### config.mk
export PLATFORM = sky130hd
export DESIGN_NAME = instruction_fetch_unit
export DESIGN_NICKNAME = d
export VERILOG_FILES = /design/src/rtl/fetch_pkg.sv /design/src/rtl/fetch_fifo.sv /design/src/rtl/instruction_fetch_unit.sv
export SDC_FILE = /design/constraint.sdc
export NUM_CORES = 1
export LEC_CHECK = 0
export ABC_AREA = 1
export CAP_MARGIN = 5
export CORE_MARGIN = 2
export CORE_UTILIZATION = 45
export CTS_CLUSTER_DIAMETER = 30
export DETAILED_ROUTE_END_ITERATION = 16
export GPL_TIMING_DRIVEN = 0
export PLACE_DENSITY = 0.69
export SYNTH_ARGS = -nofsm -noshare
export SYNTH_HDL_FRONTEND = slang
export SYNTH_HIERARCHICAL = 1
export SYNTH_SLANG_ARGS = --single-unit
### constraint.sdc
create_clock -name clk -period 6.7 [get_ports clk]
set_input_delay 0.67 -clock clk [delete_from_list [all_inputs] [get_ports clk]]
set_output_delay 0.67 -clock clk [all_outputs]
set_load 0.1 [all_outputs]
### src/rtl/fetch_pkg.sv
// fetch_pkg: shared types and constants for the instruction fetch unit.
//   fetch_state_e : fetch state machine encoding (IDLE, RUN, FAULT)
//   NOP_INSTR     : instruction shown on the decode interface after reset
//   DEFAULT_TEXT_BASE : byte address of ROM word 0 on the default memory map
//   fetch_entry_t : one prefetch entry {pc, instr} for the default 32-bit width
package fetch_pkg;

    typedef enum logic [1:0] {
        ST_IDLE  = 2'd0,
        ST_RUN   = 2'd1,
        ST_FAULT = 2'd2
    } fetch_state_e;

    localparam logic [31:0] NOP_INSTR         = 32'h0000_0013;
    localparam logic [31:0] DEFAULT_TEXT_BASE = 32'h0040_0000;
    localparam int          ENTRY_DATA_W      = 32;

    typedef struct packed {
        logic [31:0]             pc;
        logic [ENTRY_DATA_W-1:0] instr;
    } fetch_entry_t;

endpackage

### src/rtl/fetch_fifo.sv
// fetch_fifo: small synchronous FIFO with a registered head output.
//   clk, reset      : clock, asynchronous active-low reset
//   push_i/push_data_i : write request and data (ignored when flushing)
//   pop_i           : consume the head entry (ignored when empty)
//   flush_i         : discard every entry; a pop in the same cycle is harmless
//   full_o/empty_o  : occupancy flags
//   head_o          : registered copy of the oldest entry; holds when empty
module fetch_fifo #(
    parameter int                 WIDTH      = 64,
    parameter int                 DEPTH      = 2,
    parameter logic [WIDTH-1:0]   RESET_HEAD = '0
) (
    input  logic             clk,
    input  logic             reset,
    input  logic             push_i,
    input  logic [WIDTH-1:0] push_data_i,
    input  logic             pop_i,
    input  logic             flush_i,
    output logic             full_o,
    output logic             empty_o,
    output logic [WIDTH-1:0] head_o
);

    localparam int PTR_W = $clog2(DEPTH);
    localparam int CNT_W = PTR_W + 1;

    logic [WIDTH-1:0] mem [DEPTH];

    logic [PTR_W-1:0] wr_ptr_q, wr_ptr_d;
    logic [PTR_W-1:0] rd_ptr_q, rd_ptr_d;
    logic [CNT_W-1:0] count_q, count_d;
    logic [WIDTH-1:0] head_q, head_d;

    logic             pop_eff;
    logic             push_eff;
    logic [CNT_W-1:0] count_after_pop;

    assign full_o  = (count_q == CNT_W'(DEPTH));
    assign empty_o = (count_q == '0);
    assign head_o  = head_q;

    // A full FIFO still accepts a push when the head leaves in the same cycle.
    assign pop_eff         = pop_i && !empty_o;
    assign push_eff        = push_i && !flush_i && (!full_o || pop_eff);
    assign count_after_pop = count_q - CNT_W'(pop_eff);

    always_comb begin
        wr_ptr_d = wr_ptr_q;
        rd_ptr_d = rd_ptr_q;
        count_d  = count_q;
        head_d   = head_q;
        if (flush_i) begin
            wr_ptr_d = '0;
            rd_ptr_d = '0;
            count_d  = '0;
        end else begin
            rd_ptr_d = rd_ptr_q + PTR_W'(pop_eff);
            wr_ptr_d = wr_ptr_q + PTR_W'(push_eff);
            count_d  = count_after_pop + CNT_W'(push_eff);
            // The next head is either an entry already stored behind the
            // current one, or the incoming word when the FIFO drains to empty.
            if (count_after_pop != '0) begin
                head_d = mem[rd_ptr_d];
            end else if (push_eff) begin
                head_d = push_data_i;
            end
        end
    end

    always_ff @(posedge clk) begin
        if (push_eff) begin
            mem[wr_ptr_q] <= push_data_i;
        end
    end

    always_ff @(posedge clk or negedge reset) begin
        if (!reset) begin
            wr_ptr_q <= '0;
            rd_ptr_q <= '0;
            count_q  <= '0;
            head_q   <= RESET_HEAD;
        end else begin
            wr_ptr_q <= wr_ptr_d;
            rd_ptr_q <= rd_ptr_d;
            count_q  <= count_d;
            head_q   <= head_d;
        end
    end

endmodule

### src/rtl/instruction_fetch_unit.sv
// instruction_fetch_unit: PC generation and prefetch in front of Program_Memory.
//   clk, reset        : clock, asynchronous active-low reset
//   Instruction_i     : ROM data for Rom_Address_o, same cycle
//   Rom_Address_o     : ROM word index of the current fetch PC
//   Redirect_i/Redirect_PC_i : taken branch/jump and its target byte address
//   Ready_i           : decode accepts the head entry
//   Valid_o, Instruction_o, PC_o, PC_Plus4_o : registered head of the prefetch FIFO
//   Fault_o           : fetch halted on a misaligned or out-of-range target
module instruction_fetch_unit
    import fetch_pkg::*;
#(
    parameter int          MEMORY_DEPTH = 64,
    parameter int          DATA_WIDTH   = 32,
    parameter logic [31:0] TEXT_BASE    = DEFAULT_TEXT_BASE,
    parameter logic [31:0] RESET_PC     = 32'h0040_0000,
    parameter int          FIFO_DEPTH   = 2
) (
    input  logic                            clk,
    input  logic                            reset,
    input  logic [DATA_WIDTH-1:0]           Instruction_i,
    output logic [$clog2(MEMORY_DEPTH)-1:0] Rom_Address_o,
    input  logic                            Redirect_i,
    input  logic [31:0]                     Redirect_PC_i,
    input  logic                            Ready_i,
    output logic                            Valid_o,
    output logic [DATA_WIDTH-1:0]           Instruction_o,
    output logic [31:0]                     PC_o,
    output logic [31:0]                     PC_Plus4_o,
    output logic                            Fault_o
);

    localparam int          ADDR_W    = $clog2(MEMORY_DEPTH);
    localparam int          ENTRY_W   = 32 + DATA_WIDTH;
    localparam logic [31:0] ROM_BYTES = 32'(MEMORY_DEPTH) << 2;
    localparam logic [ENTRY_W-1:0] RESET_HEAD = {RESET_PC, DATA_WIDTH'(NOP_INSTR)};

    fetch_state_e state_q, state_d;
    logic [31:0]  fetch_pc_q, fetch_pc_d;
    logic         fault_q;

    logic               fetch_ok;
    logic               slot_free;
    logic               push;
    logic               pop;
    logic               fifo_full;
    logic               fifo_empty;
    logic [ENTRY_W-1:0] head;

    // A fetch target is usable only if word aligned and inside the ROM window.
    // The offset is taken modulo 2^32, so addresses below TEXT_BASE are
    // rejected explicitly rather than relying on the wrapped offset.
    function automatic logic pc_ok(input logic [31:0] pc);
        logic [31:0] off;
        off = pc - TEXT_BASE;
        return (pc[1:0] == 2'b00) && (pc >= TEXT_BASE) && (off < ROM_BYTES);
    endfunction

    assign Rom_Address_o = ADDR_W'((fetch_pc_q - TEXT_BASE) >> 2);

    assign fetch_ok  = pc_ok(fetch_pc_q);
    assign pop       = Valid_o && Ready_i;
    assign slot_free = !fifo_full || pop;
    assign push      = (state_q == ST_RUN) && !Redirect_i && fetch_ok && slot_free;

    always_comb begin
        state_d    = state_q;
        fetch_pc_d = fetch_pc_q;
        if (Redirect_i) begin
            // The target is checked as it arrives so a bad redirect faults
            // at the redirect edge itself.
            fetch_pc_d = Redirect_PC_i;
            state_d    = pc_ok(Redirect_PC_i) ? ST_RUN : ST_FAULT;
        end else begin
            case (state_q)
                ST_IDLE: state_d = ST_RUN;
                ST_RUN: begin
                    if (!fetch_ok) begin
                        state_d = ST_FAULT;
                    end else if (slot_free) begin
                        fetch_pc_d = fetch_pc_q + 32'd4;
                    end
                end
                ST_FAULT: state_d = ST_FAULT;
                default:  state_d = ST_IDLE;
            endcase
        end
    end

    always_ff @(posedge clk or negedge reset) begin
        if (!reset) begin
            state_q    <= ST_IDLE;
            fetch_pc_q <= RESET_PC;
            fault_q    <= 1'b0;
        end else begin
            state_q    <= state_d;
            fetch_pc_q <= fetch_pc_d;
            fault_q    <= (state_d == ST_FAULT);
        end
    end

    fetch_fifo #(
        .WIDTH      (ENTRY_W),
        .DEPTH      (FIFO_DEPTH),
        .RESET_HEAD (RESET_HEAD)
    ) u_fifo (
        .clk         (clk),
        .reset       (reset),
        .push_i      (push),
        .push_data_i ({fetch_pc_q, Instruction_i}),
        .pop_i       (pop),
        .flush_i     (Redirect_i),
        .full_o      (fifo_full),
        .empty_o     (fifo_empty),
        .head_o      (head)
    );

    assign Valid_o                = !fifo_empty;
    assign {PC_o, Instruction_o}  = head;
    assign PC_Plus4_o             = PC_o + 32'd4;
    assign Fault_o                = fault_q;

endmodule
---- Yosys cells after proc, flatten, opt, wreduce, memory -nomap -nowiden ----
Memory sizes are Yosys's and may differ from the RTL's.
Cells that the tools add are included.
storage, ports and cells
  output and inout bits ................... 104
  memories kept ........................... 1
  register bits after elaboration ......... 103
  word-level logic and storage cells ...... 67
  RAM bits ................................ 128
memory list
  name        words  width  read ports  clocked after Yosys merged registers in  wr ports  line              source
  u_fifo.mem  2      64     1           0                                        1         fetch_fifo.sv:27  logic [WIDTH-1:0] mem [DEPTH];
cells by class
  reduce and logical (&&, ||, !) cells .... 27
  bitwise operators ....................... 1
  muxes and demuxes ....................... 15
  order comparisons ....................... 4
  add/sub/neg operators ................... 8
  eq/ne operators ......................... 4
operator list
  cell                    count
  $mux 32                 4
  $mux 64                 2
  $add 32x3->32 const B   2
  $ge 32x23->1 const B    2
  $lt 32x9->1 const B     2
  $sub 32x23->32 const B  2
  $logic_and 1x1->1       11
  $reduce_bool 2->1       5
  $logic_not 2->1         4
  $mux 2                  4
  $eq 2x2->1 const B      3
  $pmux 2 s3              1
  $mux 1                  4
  $logic_not 1->1         3
  $reduce_and 3->1        1
  $add 1x1->1             2
  $add 2x1->2             1
  $eq 2x1->1 const B      1
  $logic_or 1x1->1        2
  $reduce_and 2->1        1
  $sub 2x1->2             1
  $not 1->1               1

---- Depth between registers and ports, before layout ----
  word-level depth ........................ 9
  gate-level depth with buffers ........... 18

---- By module ----
The synthesis kept the hierarchy.
modules (own cells, without submodules)
  module                  times used  area each (um2)  seq. area each (um2)  cells each
  fetch_fifo              1           8,260.4          5,550.3               803
  instruction_fetch_unit  1           2,526.2          877.1                 356

---- Least setup slack after synthesis ----
Ideal clock, no wire load.
  kind .................................... register to register
  from .................................... register u_fifo.count_q[1]
  to ...................................... memory u_fifo.mem[0][0], enable pin
  setup time .............................. 487 ps
  arrival time ............................ 4,745 ps
  setup slack ............................. 1,469 ps
  buffers on the path ..................... 1
  required time ........................... 6,213 ps
  stages on the path, launching flop included .. 12
  cell sequence ........................... dfrtp_1 > inv_2 > nand2_1 > inv_1 > inv_1 > nand2_1 > a21oi_1 > nand4_1 > inv_1 > nand3_1 > clkbuf_1 > nor2_1
on the way
  cells in the longest elaborated chain, start to end .. 9
  elaborated cells on any way between the ends .. 13
  classes of those cells .................. eq/ne (1); mux (2); reduce/logical (10)
ends and longest elaborated chain
  what                             line                           source
  start: declaration               fetch_fifo.sv:31               logic [CNT_W-1:0] count_q, count_d;
  start signal: assignment         fetch_fifo.sv:85               count_q <= count_d;
  $logic_not 2->1                  fetch_fifo.sv:39               assign empty_o = (count_q == '0);
  via fifo_empty                   instruction_fetch_unit.sv:46   logic fifo_empty;
  $logic_not 1->1                  instruction_fetch_unit.sv:117  assign Valid_o = !fifo_empty;
  via Valid_o                      instruction_fetch_unit.sv:25   output logic Valid_o,
  $logic_and 1x1->1                instruction_fetch_unit.sv:61   assign pop = Valid_o && Ready_i;
  $logic_or 1x1->1                 instruction_fetch_unit.sv:62   assign slot_free = !fifo_full || pop;
  $logic_and 1x1->1                instruction_fetch_unit.sv:63   assign push = (state_q == ST_RUN) && !Redirect_i && fetch_ok && slot_free;
  via push                         instruction_fetch_unit.sv:43   logic push;
  $logic_and 1x1->1 (2 in series)  fetch_fifo.sv:44               assign push_eff = push_i && !flush_i && (!full_o || pop_eff);
  $mux 1                           fetch_fifo.sv:71               if (push_eff) begin
  $mux 1 (implied by the code)     fetch_fifo.sv:72               mem[wr_ptr_q] <= push_data_i;
  end: declaration                 fetch_fifo.sv:27
The timed path passes the listed nets, and every way through them passes these cells.

---- Worst setup path after layout ----
  from .................................... register u_fifo.head_q[34], in the netlist u_fifo/head_o[34]
  to ...................................... output PC_Plus4_o[30]
on the way
  cells in the longest elaborated chain, start to end .. 1
ends and longest elaborated chain
  what                      line                           source
  start: declaration        fetch_fifo.sv:32               logic [WIDTH-1:0] head_q, head_d;
  start signal: assignment  fetch_fifo.sv:81               head_q <= RESET_HEAD;
  start signal: assignment  fetch_fifo.sv:86               head_q <= head_d;
  $add 32x3->32             instruction_fetch_unit.sv:119  assign PC_Plus4_o = PC_o + 32'd4;
  end: declaration          instruction_fetch_unit.sv:28   output logic [31:0] PC_Plus4_o,
Every way passes these cells.

==> results.md <==
CTS:
- The total of cells resized after clock tree synthesis is 0.
- The maximum number of buffers from clock root to sink is 3.
- Buffers inserted during clock tree synthesis total 42.
- Hold repair after CTS inserted 0 buffers.
- The number of setup buffers added after CTS is 0.
- TritonCTS built the clock tree.
- The total number of clock tree sinks is 231.
- The number of levels in the clock H-tree is 2.
- After clock tree synthesis, the clock-pin slew on the worst setup and hold paths is 0.06 ns.
- The tree is rooted in a clkbuf_16.
- The later pin in the worst-skew pair is clocked with a latency of 0.53 ns.

Final layout:
- The number of nets in the layout is 1,452.
- The relative area change from synthesis to final layout is 34.2%.
- The number of inserted diodes is 0.
- The area of all sequential standard cells is 6430 µm².
- Of the cells placed in the final design, the portion with a size suffix greater than 1 is 11.1%.
- Summing all multi-input logic gate instances after layout gives 3800 µm².
- The layout has 1,981 filler cells.

Power:
- The total power density per cell area is 364 nW/µm².
- The internal power component is 3.32 mW.
- The analysis attributes to cell leakage a power of 5.94 nW.
- In this run switching power makes up 37.0% of total power.
- Combinational cells account for 26.5% of the total power.
- The power share of the clock group is 40.7%.
- In this run the power spent charging and discharging nets is 1.95 mW.
- The worst-case IR drop observed on VDD is 0.232 mV.
- The sequential cell fraction of total power is 32.8%.
- The post-layout total power is 5.27 mW.

STA:
- Setup total negative slack on the finished layout was measured at 0 ns.
- The transition time at the pin with the least slew margin is 1.06 ns.
- The max-slew violation count is 0.
- In the finished design, the share of the clock period the worst path needs comes to 62.9%.
- The worst pin sits at a relative slew slack of 28.9%.
- The final hold violation count came to 0.
- Setup repair after global routing left no endpoint under its margin.
- The total of endpoints with negative setup slack in the final report is 0.
- For this run, the top clock speed supported by timing is 237 MHz.
- The time the worst path needs with I/O delays and setup is 4.21 ns.
- The final clock skew is 0.0157 ns.

Drt:
- The routed layout has 9,229 vias.
- After detailed routing, the average wire length per cell comes to 17.7 µm.
- The number of nets with antenna violations after routing is 0.
- The detailed-route DRC error count is 0.
- The final layout contains routed wiring with a total length of 30.6 mm.
- For this block, the initial DRC count from the detailed router was 822.
- The number of iterations in the first detailed-routing pass is 6.
- After detailed routing, the number of vias per cell comes to 5.33.

GRT:
- The initial antenna violation count was 0.
- The first global-routing pass estimated 48.5 mm of wire.
- The maximum number of pins on one net before global-route repair is 54.
- The via count of the first global-routing pass is 9,309.
- The global-route total usage across every layer is 24.1%.
- Global routing finished with a remaining overflow of 0.

Status:
- The flow ran to the end, and the final reports show no timing, DRC or antenna violations.

Yosys:
- The largest total area in the synthesized netlist belongs to edfxtp_1.
- Counting every instance in the synthesized netlist gives 1,159.
- In this run, synthesis inferred 128 flip-flops with an integrated enable.
- The total number of yosys warnings is 6.
- After synthesis, the cell types taking the most area are edfxtp_1 36%, dfrtp_1 23%, nand3_1 10%.
- Counting flops and latches in the post-synthesis netlist gives 231.
- The top cell type by area accounts for 35.6% of the synthesized area.
- Yosys mapped the design onto 35 distinct sky130hd cell types.
- In the synthesized netlist the dominant register cell turns out to be edfxtp_1.
- The area of the mapped netlist is 10,800 µm².
- The share of flip-flops with an asynchronous set or reset after synthesis is 44.6%.
- Each instance of the synthesized netlist takes up on average 9.31 µm².
- The sequential element share of the synthesized area is 59.6%.
- The total nets after synthesis is 1,232.

Placed design:
- The final RePlAce weighted congestion is 0.831.
- The number of buffer cells added on primary ports is 171.
- Once detailed placement completed, the half-perimeter wirelength came to 20.9 mm.

Critical path:
- The worst register-to-register path has a setup slack of 3.42 ns.
- At the worst endpoint, the required time is 6.03 ns.
- In this run the worst path has a maximum fanout of 6.
- The arrival time at the worst endpoint is 3.54 ns.
- The type of the worst setup path is reg -> out.
- STA classifies the critical path startpoint as a register.
- The worst setup path is captured at an output port.

Worst hold path:
- The worst hold path belongs to the class in -> async.

Floorplan:
- Row generation in the floorplan step produced 56 rows.
- 172 I/O pins were placed.
- The initial cell density of the core is 46.0%.
- The die covers 25,200 µm².
- The die is 159 µm wide.
- The die is 159 µm tall.
- The total area inside the core boundary comes to 23,500 µm².

Flow run:
- The reported max-cap violation count is 0.
## area by class of cell
cell class                 count  share of cell area (%)
tap                          319                    2.76
sequential                   231                    44.4
clock buffer                  46                    7.51
clock inverter                31                    2.49
timing repair buffer         176                    12.6
inverter                      52                    1.35
buffer                        76                    2.59
multi-input combinational    800                    26.3
## cell usage in the layout, fill, tap and decap left out, drive strengths merged
master / n
nand2: 301
nand3: 226
clkdlybuf4s50: 170
edfxtp: 128
nor2: 108
dfrtp: 98
clkbuf: 72
a21oi: 68
inv: 63
buf: 56
o21ai: 27
xor2: 19
xnor2: 15
clkinv: 14
nor3: 12
nand4: 8
ha: 5
bufinv: 5
dfstp: 5
nand3b: 3
nor4: 2
or2: 2
o21bai: 2
o22ai: 1
and2: 1
clkinvlp: 1
## synth_stat cells (3+ instances only)
master / count
nor2_1: 101
nand3_2: 4
nand3b_1: 3
edfxtp_1: 128
buf_4: 10
clkbuf_1: 26
a21oi_1: 67
nor2_4: 4
xor2_1: 19
dfrtp_1: 98
inv_2: 4
nor3_1: 11
o21ai_1: 4
xnor2_1: 15
ha_1: 5
o21ai_0: 23
buf_1: 3
nand2_1: 294
buf_2: 36
inv_1: 47
nand3_1: 222
dfstp_2: 5
nand2_2: 5
nor2_2: 3
nand4_1: 8
## final timing paths
check	start	endpoint	depth (start not counted)
max reg2reg	fetch_pc_q[15]	u_fifo/mem[0][47]	12
max	u_fifo/head_o[34]	PC_Plus4_o[30]	9
min reg2reg	u_fifo/head_o[1]	u_fifo/head_o[1]	2
min in group clk	u_fifo/head_o[1]	u_fifo/head_o[1]	2
max in group asynchronous	reset	u_fifo/head_o[54]	2
min	reset	u_fifo/head_o[30]	1
## critical path: stages, from the launching register on
cell and delay, ns:
dfrtp_1 0.44, ha_1 0.25, nand3_2 0.18, nand3b_1 0.29
nor2_4 0.26, nand2_4 0.10, nor2_4 0.15, nand2_2 0.06
xnor2_1 0.13, clkdlybuf4s50_1 1.14
## power by group through the flow
stage	logic, mW	clock network (mW)	registers (mW)
3_5_place_dp	1.40	0	1.75
5_1_grt	1.45	2.24	1.74
6_report	1.40	2.15	1.73
3_3_place_gp	1.39	0	1.75
2_1_floorplan	0.506	0	2.27
4_1_cts	1.40	2.17	1.73
## registers in the layout, summed over array words and instances, names as in the netlist
| register | count |
|---|---|
| Fault_o | 1 |
| u_fifo/head_o | 64 |
| u_fifo/mem | 128 |
| fetch_pc_q | 32 |
| u_fifo/count_q | 2 |
| u_fifo/rd_ptr_q | 1 |
| u_fifo/wr_ptr_q | 1 |
| state_q | 2 |
## layer usage
| layer | up-vias | track usage [%] | part of all wire, % |
|---|---|---|---|
| met5 | - | 0 | 0 |
| met3 | 54 | 4.41 | 6.4 |
| met2 | 368 | 41.6 | 50 |
| met4 | 0 | 7.80 | 2.7 |
| met1 | 4462 | 30.7 | 41 |
| li1 | 4345 | - | - |
## stage by stage
stage          worst slack, ns  utilization (%)  hold WS [ns]  std cells  instance area, µm²
6_report                  2.49             61.7         0.188       1731               14500
3_3_place_gp            -0.758             54.9         0.459       1649               12900
2_1_floorplan             1.47                -         0.374       1159               10800
4_1_cts                   2.48             61.7         0.212       1731               14500
5_1_grt                   2.30             61.7         0.231       1731               14500
3_5_place_dp              2.89             55.5         0.461       1654               13000
## kinds of logic after synthesis
family,after synthesis,share of synthesized area (%)
flip-flops,231,59.6
buffers and inverters,128,5.29
AND/OR/NAND/NOR,663,27.1
adder cells (fa/ha/maj),5,0.580
XOR/XNOR,34,2.76
AO/OA/AOI/OAI,98,4.71
No activity file was read; power rests on OpenSTA's default activity.
